File: config.mk
export PLATFORM = sky130hd
export DESIGN_NAME = ref_sig_gen
export DESIGN_NICKNAME = d
export VERILOG_FILES = /design/src/rtl/ref_sig_gen_pkg.sv /design/src/rtl/ref_sig_gen_lfsr16.sv /design/src/rtl/ref_sig_gen.sv
export SDC_FILE = /design/constraint.sdc
export NUM_CORES = 1
export LEC_CHECK = 0
export BUFFER_PORTS_ARGS = -buffer_cell sky130_fd_sc_hd__buf_2
export CAP_MARGIN = 20
export CORE_MARGIN = 4
export CORE_UTILIZATION = 60
export CTS_BUF_LIST = sky130_fd_sc_hd__clkbuf_16
export DETAILED_ROUTE_END_ITERATION = 8
export PLACE_DENSITY = 0.81
export SLEW_MARGIN = 25
export SYNTH_ARGS = -nofsm -noshare
export SYNTH_HDL_FRONTEND = slang
export SYNTH_SLANG_ARGS = --single-unit
File: constraint.sdc
create_clock -name clk -period 9 [get_ports clk]
set_input_delay 0.45 -clock clk [delete_from_list [all_inputs] [get_ports clk]]
set_output_delay 0.45 -clock clk [all_outputs]
set_load 0.02 [all_outputs]
File: src/rtl/ref_sig_gen_pkg.sv
// ref_sig_gen_pkg: shared FSM states, default widths and LFSR constants for the
// reference signal generator.
package ref_sig_gen_pkg;

  localparam int DEF_ACC_W  = 24;
  localparam int DEF_STEP_W = 8;

  localparam logic [15:0] LFSR_SEED = 16'hACE1;
  // Fibonacci taps for x^16 + x^14 + x^13 + x^11 + 1 (bits 15, 13, 12, 10)
  localparam logic [15:0] LFSR_TAPS = 16'hB400;

  typedef enum logic [1:0] {
    ST_IDLE     = 2'd0,
    ST_RUN      = 2'd1,
    ST_STEPPING = 2'd2
  } state_t;

endpackage

File: src/rtl/ref_sig_gen_lfsr16.sv
// lfsr16: 16-bit maximal-length Fibonacci LFSR used as a jitter source.
// Only built when REF_SIG_GEN_JITTER_EN is defined.
`ifdef REF_SIG_GEN_JITTER_EN
module lfsr16
  import ref_sig_gen_pkg::*;
(
  input  logic        clk,
  input  logic        reset,
  input  logic        advance,
  output logic [15:0] state
);

  logic [15:0] lfsr_r;

  // shift once per enabled cycle
  always_ff @(posedge clk or negedge reset) begin
    if (!reset) begin
      lfsr_r <= LFSR_SEED;
    end else if (advance) begin
      lfsr_r <= {lfsr_r[14:0], ^(lfsr_r & LFSR_TAPS)};
    end else begin
      lfsr_r <= lfsr_r;
    end
  end

  assign state = lfsr_r;

endmodule
`endif

File: src/rtl/ref_sig_gen.sv
// ref_sig_gen: phase-accumulator square-wave reference with a programmable
// sequence of phase steps. Optional LFSR jitter under REF_SIG_GEN_JITTER_EN.
module ref_sig_gen
  import ref_sig_gen_pkg::*;
#(
  parameter int ACC_W  = DEF_ACC_W,
  parameter int STEP_W = DEF_STEP_W
) (
  input  logic              clk,
  input  logic              reset,
  input  logic              enable,
  input  logic              cfgValid,
  output logic              cfgReady,
  input  logic [ACC_W-1:0]  cfgFtw,
  input  logic [ACC_W-1:0]  cfgPhaseStep,
  input  logic [STEP_W-1:0] cfgSteps,
  output logic              sigOut,
  output logic              stepEvent,
  output logic              busy
);

  state_t            state_r, nextState_s;
  logic [1:0]        rstSync_r;
  logic [ACC_W-1:0]  acc_r, ftw_r, phaseStep_r, ftwEff_s, accNext_s;
  logic [ACC_W:0]    sum_s;
  logic [STEP_W-1:0] stepCnt_r, stepCntNext_s;
  logic              advance_s, accept_s, stepNow_s;
  logic              sigOut_r, stepEvent_r, busy_r, cfgReady_r;

  // release synchroniser: accumulator stays parked until two edges after release
  always_ff @(posedge clk or negedge reset) begin
    if (!reset) begin
      rstSync_r <= 2'b00;
    end else begin
      rstSync_r <= {rstSync_r[0], 1'b1};
    end
  end

  assign advance_s = enable && rstSync_r[1];
  assign accept_s  = cfgValid && cfgReady_r;

`ifdef REF_SIG_GEN_JITTER_EN
  logic [15:0] lfsr_s;

  lfsr16 uLfsr (
    .clk     (clk),
    .reset   (reset),
    .advance (advance_s),
    .state   (lfsr_s)
  );

  // jitter is suppressed at ftw==0 so a stopped generator stays frozen
  always_comb begin
    if (ftw_r != {ACC_W{1'b0}}) begin
      ftwEff_s = ftw_r + ACC_W'(lfsr_s[3:0]);
    end else begin
      ftwEff_s = ftw_r;
    end
  end
`else
  assign ftwEff_s = ftw_r;
`endif

  assign sum_s = {1'b0, acc_r} + {1'b0, ftwEff_s};

  // next-state, accumulator and step-count logic
  always_comb begin
    nextState_s   = state_r;
    stepCntNext_s = stepCnt_r;
    stepNow_s     = 1'b0;
    accNext_s     = acc_r;
    if (advance_s) begin
      stepNow_s = (state_r == ST_STEPPING) && sum_s[ACC_W] &&
                  (stepCnt_r != {STEP_W{1'b0}});
      if (stepNow_s) begin
        accNext_s     = sum_s[ACC_W-1:0] + phaseStep_r;
        stepCntNext_s = stepCnt_r - STEP_W'(1);
      end else begin
        accNext_s     = sum_s[ACC_W-1:0];
      end
    end else begin
      accNext_s = acc_r;
    end
    case (state_r)
      ST_IDLE, ST_RUN: begin
        if (accept_s) begin
          if (cfgSteps != {STEP_W{1'b0}}) begin
            nextState_s   = ST_STEPPING;
            stepCntNext_s = cfgSteps;
          end else if (cfgFtw == {ACC_W{1'b0}}) begin
            nextState_s = ST_IDLE;
          end else begin
            nextState_s = ST_RUN;
          end
        end else begin
          nextState_s = state_r;
        end
      end
      ST_STEPPING: begin
        if (stepNow_s && (stepCnt_r == STEP_W'(1))) begin
          nextState_s = ST_RUN;
        end else begin
          nextState_s = ST_STEPPING;
        end
      end
      default: begin
        nextState_s = ST_IDLE;
      end
    endcase
  end

  // FSM state and registered handshake/status outputs
  always_ff @(posedge clk or negedge reset) begin
    if (!reset) begin
      state_r    <= ST_IDLE;
      busy_r     <= 1'b0;
      cfgReady_r <= 1'b1;
    end else begin
      state_r    <= nextState_s;
      busy_r     <= (nextState_s == ST_STEPPING);
      cfgReady_r <= (nextState_s != ST_STEPPING);
    end
  end

  // datapath; the step offset is captured with the tuning word at acceptance
  always_ff @(posedge clk or negedge reset) begin
    if (!reset) begin
      acc_r       <= {ACC_W{1'b0}};
      ftw_r       <= {ACC_W{1'b0}};
      phaseStep_r <= {ACC_W{1'b0}};
      stepCnt_r   <= {STEP_W{1'b0}};
      sigOut_r    <= 1'b0;
      stepEvent_r <= 1'b0;
    end else begin
      acc_r       <= accNext_s;
      stepCnt_r   <= stepCntNext_s;
      stepEvent_r <= stepNow_s;
      if (advance_s) begin
        sigOut_r <= acc_r[ACC_W-1];
      end else begin
        sigOut_r <= sigOut_r;
      end
      if (accept_s) begin
        ftw_r       <= cfgFtw;
        phaseStep_r <= cfgPhaseStep;
      end else begin
        ftw_r       <= ftw_r;
        phaseStep_r <= phaseStep_r;
      end
    end
  end

  assign sigOut    = sigOut_r;
  assign stepEvent = stepEvent_r;
  assign busy      = busy_r;
  assign cfgReady  = cfgReady_r;

endmodule

; Yosys cells after proc, flatten, opt, wreduce, memory -nomap -nowiden
; Index checks and enable logic that the tools add are counted.
[classes]
addsub = 3
n_eq_ne = 5
muxes = 12
n_reduce_logical = 10
[ops]
columns = operator, n
row1 = 8-bit 2-to-1 mux, 5
row2 = 24-bit by 24-bit adder with 25-bit output, 1
row3 = 24-bit adder, 1
row4 = 24-bit logical NOT, 1
row5 = 24-bit 2-to-1 mux, 1
row6 = 8-bit nonzero test, 2
row7 = 8-bit by 1-bit == test with 1-bit output (second input constant), 1
row8 = 8-bit by 1-bit subtractor with 8-bit output (second input constant), 1
row9 = 2-bit 2-to-1 mux, 3
row10 = 1-bit logical AND, 5
row11 = 2-bit == test (second input constant), 2
row12 = 2-bit one-hot mux with 2 select lines, 1
row13 = 2-bit by 1-bit == test with 1-bit output (second input constant), 1
row14 = 2-bit logical NOT, 1
row15 = 1-bit 2-to-1 mux, 2
row16 = 2-bit inequality test (second input constant), 1
row17 = 2-bit OR reduction, 1
[word_totals]
reg_bits = 88
in_bits = 60
output_inout_bits = 4

; Longest topological paths before layout
; Gate-level depths: netlist (run 1).
[depth]
depth_word = 8
ltp_mapped = 19

; Least setup slack after synthesis (run 1)
; OpenSTA, ideal clock, no wires.
[synth_timing]
path_type = flip-flop to flip-flop
start = register acc_r[0]
end = register acc_r[23]
setup_time_ps = 136
t_arrival_ps = 3588
t_required_ps = 8864
path_slack_ps = 5276
path_stages_with_launch = 20
n_path_buf = 1
path_cell_list = dfrtp_1 ha_1 fa_1 a21oi_1 o211ai_2 o21ai_0 nor2_1 o211ai_1 a21boi_0 ha_1 clkbuf_1 and3_1 nand3_1 a211oi_1 o21ai_0 a31oi_1 xor2_1 nand2_1 xnor2_1 o21ai_1
[synth_via]
elab_chain_len = 4
elab_cells_between_ends = 5
classes_between = add/sub: 2 / mux: 1 / reduce/logical: 2
[synth_rtl]
columns = item, line
row1 = start: declaration, ref_sig_gen.sv:24  ; logic [ACC_W-1:0] acc_r, ftw_r, phaseStep_r, ftwEff_s, accNext_s;
row2 = start signal: assignment, ref_sig_gen.sv:128  ; acc_r <= {ACC_W{1'b0}};
row3 = start signal: assignment, ref_sig_gen.sv:135  ; acc_r <= accNext_s;
row4 = 24-bit by 24-bit adder with 25-bit output *, ref_sig_gen.sv:64  ; assign sum_s = {1'b0, acc_r} + {1'b0, ftwEff_s};
row5 = branches (longest 2 deep; another with 24-bit adder), n/a
row6 = 24-bit 2-to-1 mux *, ref_sig_gen.sv:75  ; if (stepNow_s) begin
; Every way passes the cells marked *.
; A chain may end at the register's enable or synchronous reset.

; Worst setup path after layout (run 1)
; Same ends and word-level chain as after synthesis.

==> metrics, run 1 <==
Post-DRT Antenna Nets=0; Tcrit/Tclk final=47.5%; Synth cell types=61; synth warn=0; Worst Hold Class=in -> async; Setup Skew=0.00953 ns; syn nets=727; outcome=complete, no violations; largest net degree at the start of global routing=52; gr ovfl total=0; number of core rows=36; Final GP Congestion=0.935; R2R cell count=18; Req. time, crit path=9.22 ns; first-pass GRT wire length=23200 um; async set-or-reset flop fraction in the synthesized netlist=100%; area of the core=9730 sq um; wire length per cell=17.2 um; Critical Path Fanout Max=8; nature of the critical path endpoint=flop; slew margin rel.=48.4%; Final Critical Period=4.27 ns; CTS tree=yes; slowest stage cell, crit path=ha_1; Overall Global Routing Usage=25.6%; max-cap violations=0; WP data arrival=4.49 ns; Clock Pin Slew Worst Setup and Hold Paths=0.07 ns; CTS H-tree lvls=3; crit-path max cell delay=0.45 ns; setup repair bufs after CTS=0; Synth Register Bits=88; Buffers on Ports=63; syn avg cell area=9.76 sq um; Worst-Margin Slew=0.771 ns; Root Driver=clkbuf_16; Antenna Cells=0; Most used DFF post-synth=dfrtp_1; Die Ht=108 um; dpl hpwl=10400 um; number of synthesized flops with an enable pin=0; Initial Util=61.3%; vias in the first global route=4800; Seq/Total Area, Yosys=36.9%; Cell Chain, Critical Path=ha_1 -> fa_1 -> a21oi_1 -> o211ai_2 -> o21ai_0 -> nor2_1 -> o211ai_1 -> a21boi_0 -> ha_1 -> and3_1 -> nand3_1 -> a211oi_1 -> o21ai_0 -> a31oi_1 -> xor2_1 -> nand2_1 -> xnor2_1 -> o21ai_1; Die Width=108 um; IO Count=64; die area=11600 sq um; clock latency on the worst-skew pair=0.36 ns; crit path kind=reg -> reg; hold_buf cts=0; Initial DRT Pass Iterations=4; Max Freq=0.234 GHz; final setup TNS=0 ns; total CTS buffers=9; Syn Inst Count=611; most frequent cells in the layout=dfrtp_1, buf_2, a21oi_1, nand2_1, ha_1; endpoints failing setup=0; layout cell share with drive strength beyond 1=21.5%; DR iter-0 viols=206; vias=4817; Post-Syn Area=5970 sq um; antenna violations before repair=0; Remaining DRCs=0; vias per cell=5.96; Startpoint Class=flop; Post-layout nets=786; Area growth syn-to-layout=12.2%; clk buf depth=2; Slew Viols, Final=0; final hold vios=0; # clock sinks=88; Gates resized, CTS repair=0; most common cell after layout, fill and taps aside=dfrtp_1; RSZ-0062 raised after global routing=no; DRT Wirelength=13900 um
worst max-delay path, delay by kind of cell (launching register included):
| kind | cells | cell delay (ns) |
|---|---|---|
| compound gates | 9 | 1.72 |
| fa+ha+maj | 3 | 1.12 |
| simple gates | 4 | 0.54 |
| flops | 1 | 0.39 |
| xor+xnor | 2 | 0.35 |
layer usage:
layer	routed length, um	track usage (%)
met5	0	0
met4	153	6.67
met3	782	6.06
met2	6720	43.0
met1	6280	33.3
worst paths after layout:
check                                  startpoint                    endpoint  slack (ns)
setup / recovery             acc_r[0]$_DFFE_PN0P_       acc_r[23]$_DFFE_PN0P_        4.73
hold / removal                              reset  phaseStep_r[3]$_DFFE_PN0P_        0.08
setup reg to reg             acc_r[0]$_DFFE_PN0P_       acc_r[23]$_DFFE_PN0P_        4.73
hold reg to reg            rstSync_r[0]$_DFF_PN0_      rstSync_r[1]$_DFF_PN0_        0.36
max in group asynchronous                   reset      stepCnt_r[6]$_DFF_PN0_        7.94
min in group clk                  cfgPhaseStep[4]  phaseStep_r[4]$_DFFE_PN0P_        0.32
stage by stage:
stage          utilization (%)  hold slack, ns  setup WS, ns  instances  instance area, sq um
6_report                  68.8          0.0793          4.73        808                  6700
5_1_grt                   68.8           0.125          4.50        808                  6700
4_1_cts                   68.8           0.107          4.78        808                  6700
3_5_place_dp              65.8           0.339          4.83        792                  6400
3_3_place_gp              65.7           0.344          4.95        792                  6390
2_1_floorplan                -           0.154          5.28        611                  5970
registers in the layout (all words and copies together), names as in the netlist:
signal       count
acc_r           24
busy             1
cfgReady         1
ftwEff_s        24
phaseStep_r     24
rstSync_r        2
sigOut           1
state_r          2
stepCnt_r        8
stepEvent        1
cell usage after synthesis (2+ instances only):
cell type,n,area share [%]
a211o_1,2,0.29
a211oi_1,5,0.63
a21boi_0,2,0.25
a21o_1,21,2.6
a21oi_1,56,4.7
a21oi_2,3,0.44
a31o_2,2,0.29
a31oi_1,9,0.94
and2_1,7,0.73
and3_1,3,0.31
buf_1,6,0.38
buf_2,2,0.17
clkbuf_1,8,0.50
dfrtp_1,87,36
fa_1,2,0.67
ha_1,54,11
inv_1,9,0.57
mux2_2,49,9.2
mux2i_1,10,1.7
nand2_1,57,3.6
nand2b_1,4,0.42
nand3_1,6,0.50
nand3b_1,2,0.25
nand4_1,8,0.84
nor2_1,31,2.0
nor3_1,9,0.75
nor4_1,10,1.0
o211a_1,3,0.50
o211ai_1,5,0.63
o21a_1,10,1.3
o21ai_0,27,2.3
o21ai_1,25,2.1
o31ai_1,2,0.25
or3_1,2,0.21
xnor2_1,26,3.8
xor2_1,22,3.2
cell type report:
| type | instances | area, sq um |
|---|---|---|
| tap | 133 | 166 |
| clock buffer | 9 | 225 |
| multi-input combinational | 496 | 3660 |
| sequential | 88 | 2200 |
| timing repair buffer | 66 | 340 |
| fill | 796 | 3030 |
| inverter | 9 | 33.8 |
| clock inverter | 7 | 70.1 |
cell families (layout without fill, tap and decap cells):
group | Yosys count | in the layout | synth area share (%)
adders and majority gates | 56 | 56 | 12.0
buffers and inverters | 27 | 91 | 1.93
muxes | 60 | 60 | 11.1
DFF | 88 | 88 | 36.9
other | 1 | 1 | 0.0629
and+or+nand+nor | 145 | 145 | 11.6
AOI/OAI and AO/OA | 186 | 186 | 19.4
xor gates and xnor gates | 48 | 48 | 7.05
Power of run 1 is not shown: default switching activity piles up to over one toggle a cycle in this logic, so the estimate is an artifact.
==> inputs of run 2 (changes only) <==
--- a/config.mk
+++ b/config.mk
@@ -8,10 +8,10 @@
 export BUFFER_PORTS_ARGS = -buffer_cell sky130_fd_sc_hd__buf_2
 export CAP_MARGIN = 20
 export CORE_MARGIN = 4
-export CORE_UTILIZATION = 60
+export CORE_UTILIZATION = 54
 export CTS_BUF_LIST = sky130_fd_sc_hd__clkbuf_16
 export DETAILED_ROUTE_END_ITERATION = 8
-export PLACE_DENSITY = 0.81
+export PLACE_DENSITY = 0.77
 export SLEW_MARGIN = 25
 export SYNTH_ARGS = -nofsm -noshare
 export SYNTH_HDL_FRONTEND = slang
==> constraint.sdc (replaced) <==
create_clock -name clk -period 3.7 [get_ports clk]
set_input_delay 0.185 -clock clk [delete_from_list [all_inputs] [get_ports clk]]
set_output_delay 0.185 -clock clk [all_outputs]
set_load 0.02 [all_outputs]
==> run 2 against run 1 <==
Against the previous run: cell area is 11% higher; core utilization is 0.11 points lower; highest routed layer unchanged; clock skew is 0.0011 ns lower; the flow now finishes with violations (negative setup slack).
==> metrics, run 2 (synthesis results as in run 1) <==
Startpoint Class=flop; clock latency on the worst-skew pair=0.35 ns; largest net degree at the start of global routing=60; vias in the first global route=5341; clk buf depth=2; nature of the critical path endpoint=flop; worst hold stages=3; Req. time, crit path=3.92 ns; Cell Chain, Critical Path=ha_4 -> a211oi_2 -> o211ai_1 -> a31oi_1 -> buf_4 -> o31a_1 -> o21ai_2 -> a31oi_1 -> xnor2_2 -> ha_1 -> or2_2 -> a21oi_2 -> a31oi_2 -> xor2_1 -> nand2_1 -> xnor2_1 -> o21ai_1; IO Count=64; antenna violations before repair=0; Worst-Margin Slew=0.772 ns; slew margin rel.=48.5%; R2R Path End=acc_r[23]$_DFFE_PN0P_; PnR worst setup slack=-0.133 ns; final setup TNS=-0.246 ns; Die Ht=113 um; Setup Skew=0.00840 ns; Post-DRT Antenna Nets=0; R2R cell count=17; Post-layout nets=850; largest delay contributor family on the critical path=compound AO/OA/AOI/OAI gates; failing checks=negative setup slack; DR WL met3=853 um; DRT Wirelength=15700 um; gr ovfl total=0; wl on met1=6610 um; Worst Hold Class=in -> reg; total CTS buffers=9; wire length per cell=17.9 um; endpoints failing setup=3; Die Width=113 um; most frequent cells in the layout=dfrtp_1, buf_4, buf_2; vias per cell=5.95; # clock sinks=88; Slew Viols, Final=0; Critical Path Fanout Max=4; Buffers on Ports=63; Final GP Congestion=0.933; outcome=complete, but fails checks; Antenna Cells=0; Initial Util=55.0%; WP data arrival=4.05 ns; final design utilization=68.7%; vias=5232; number of core rows=38; area of the core=10800 sq um; reg2reg setup slack=-0.13 ns; max-cap violations=0; first-pass GRT wire length=25500 um; layout cell share with drive strength beyond 1=33.4%; DR iter-0 viols=347; Clock Pin Slew Worst Setup and Hold Paths=0.07 ns; CTS tree=yes; most common cell after layout, fill and taps aside=dfrtp_1; dpl hpwl=11200 um; CTS H-tree lvls=3; crit path kind=reg -> reg; Remaining DRCs=0; Max Used Layer=met4; Final Critical Period=3.83 ns; Tcrit/Tclk final=104%; Root Driver=clkbuf_16; die area=12800 sq um; Initial DRT Pass Iterations=5; worst path buffer plus inverter count=1; final hold vios=0; crit-path max cell delay=0.45 ns; Worst Hold End=stepCnt_r[4]$_DFF_PN0_; Area growth syn-to-layout=24.9%; WL met2=7810 um; HP Start=cfgSteps[4]; Overall Global Routing Usage=24.7%; FF-to-FF Start=ftwEff_s[1]$_DFFE_PN0P_; RSZ-0062 raised after global routing=yes; slowest stage cell, crit path=dfrtp_1; most used cell, CP=a31oi_1; Max Freq=0.261 GHz
==> run 2: stage by stage <==
| step | worst slack, ns | cell area (sq um) | std cells | hold slack, ns |
|---|---|---|---|---|
| final | -0.133 | 7450 | 879 | 0.0629 |
| after global routing | -0.292 | 7450 | 879 | 0.0594 |
| after global placement | -0.195 | 6770 | 848 | 0.299 |
| after CTS | -0.0930 | 7290 | 872 | 0.0524 |
| after detailed placement | -0.437 | 6770 | 848 | 0.311 |
| after floorplan | 0.0719 | 5970 | 611 | -0.111 |
==> run 2: how the worst max path moves through the flow <==
stage,from,endpoint,slack (ns),cells after the start
detailed placement,acc_r[0]$_DFFE_PN0P_,acc_r[23]$_DFFE_PN0P_,-0.44,19
global placement,acc_r[0]$_DFFE_PN0P_,acc_r[23]$_DFFE_PN0P_,-0.19,19
floorplan,acc_r[0]$_DFFE_PN0P_,acc_r[23]$_DFFE_PN0P_,0.07,19
CTS,acc_r[2]$_DFFE_PN0P_,acc_r[23]$_DFFE_PN0P_,-0.09,18
finish,ftwEff_s[1]$_DFFE_PN0P_,acc_r[23]$_DFFE_PN0P_,-0.13,17
global route,ftwEff_s[1]$_DFFE_PN0P_,acc_r[23]$_DFFE_PN0P_,-0.29,17
==> run 2: cell type report <==
| class | count | area (sq um) |
|---|---|---|
| clock buffers | 9 | 225 |
| clock inverters | 7 | 119 |
| fillers | 817 | 3390 |
| inverters | 9 | 33.8 |
| multi-input cells | 496 | 3870 |
| flip-flops and latches | 88 | 2200 |
| well taps | 140 | 175 |
| repair buffers | 130 | 823 |
==> run 2: worst min-delay path: cells and delay by family <==
kind	cells	cell delay [ns]
AOI/OAI and AO/OA	1	0.06
buffers and inverters	1	0.09
and+or+nand+nor	1	0.04
==> run 2: what timing repair did <==
item | 4_1_cts | 5_1_grt
setup buffers | 7 | 7
endpoints found under the setup margin | 11 | 11
cloned | 0 | 0
pin swaps | 17 | 13
hold endpoints to repair | 58 | 0
hold buffers | 1 | 0
gates resized for setup | 26 | 24
==> run 2: routing by layer <==
metal / GRT usage (%) / vias up
li1: - / 2483
met1: 31.2 / 2532
met2: 42.0 / 178
met3: 4.22 / 39
met4: 10.3 / 0
met5: 0 / -
Power of run 2 is left out for the same reason.
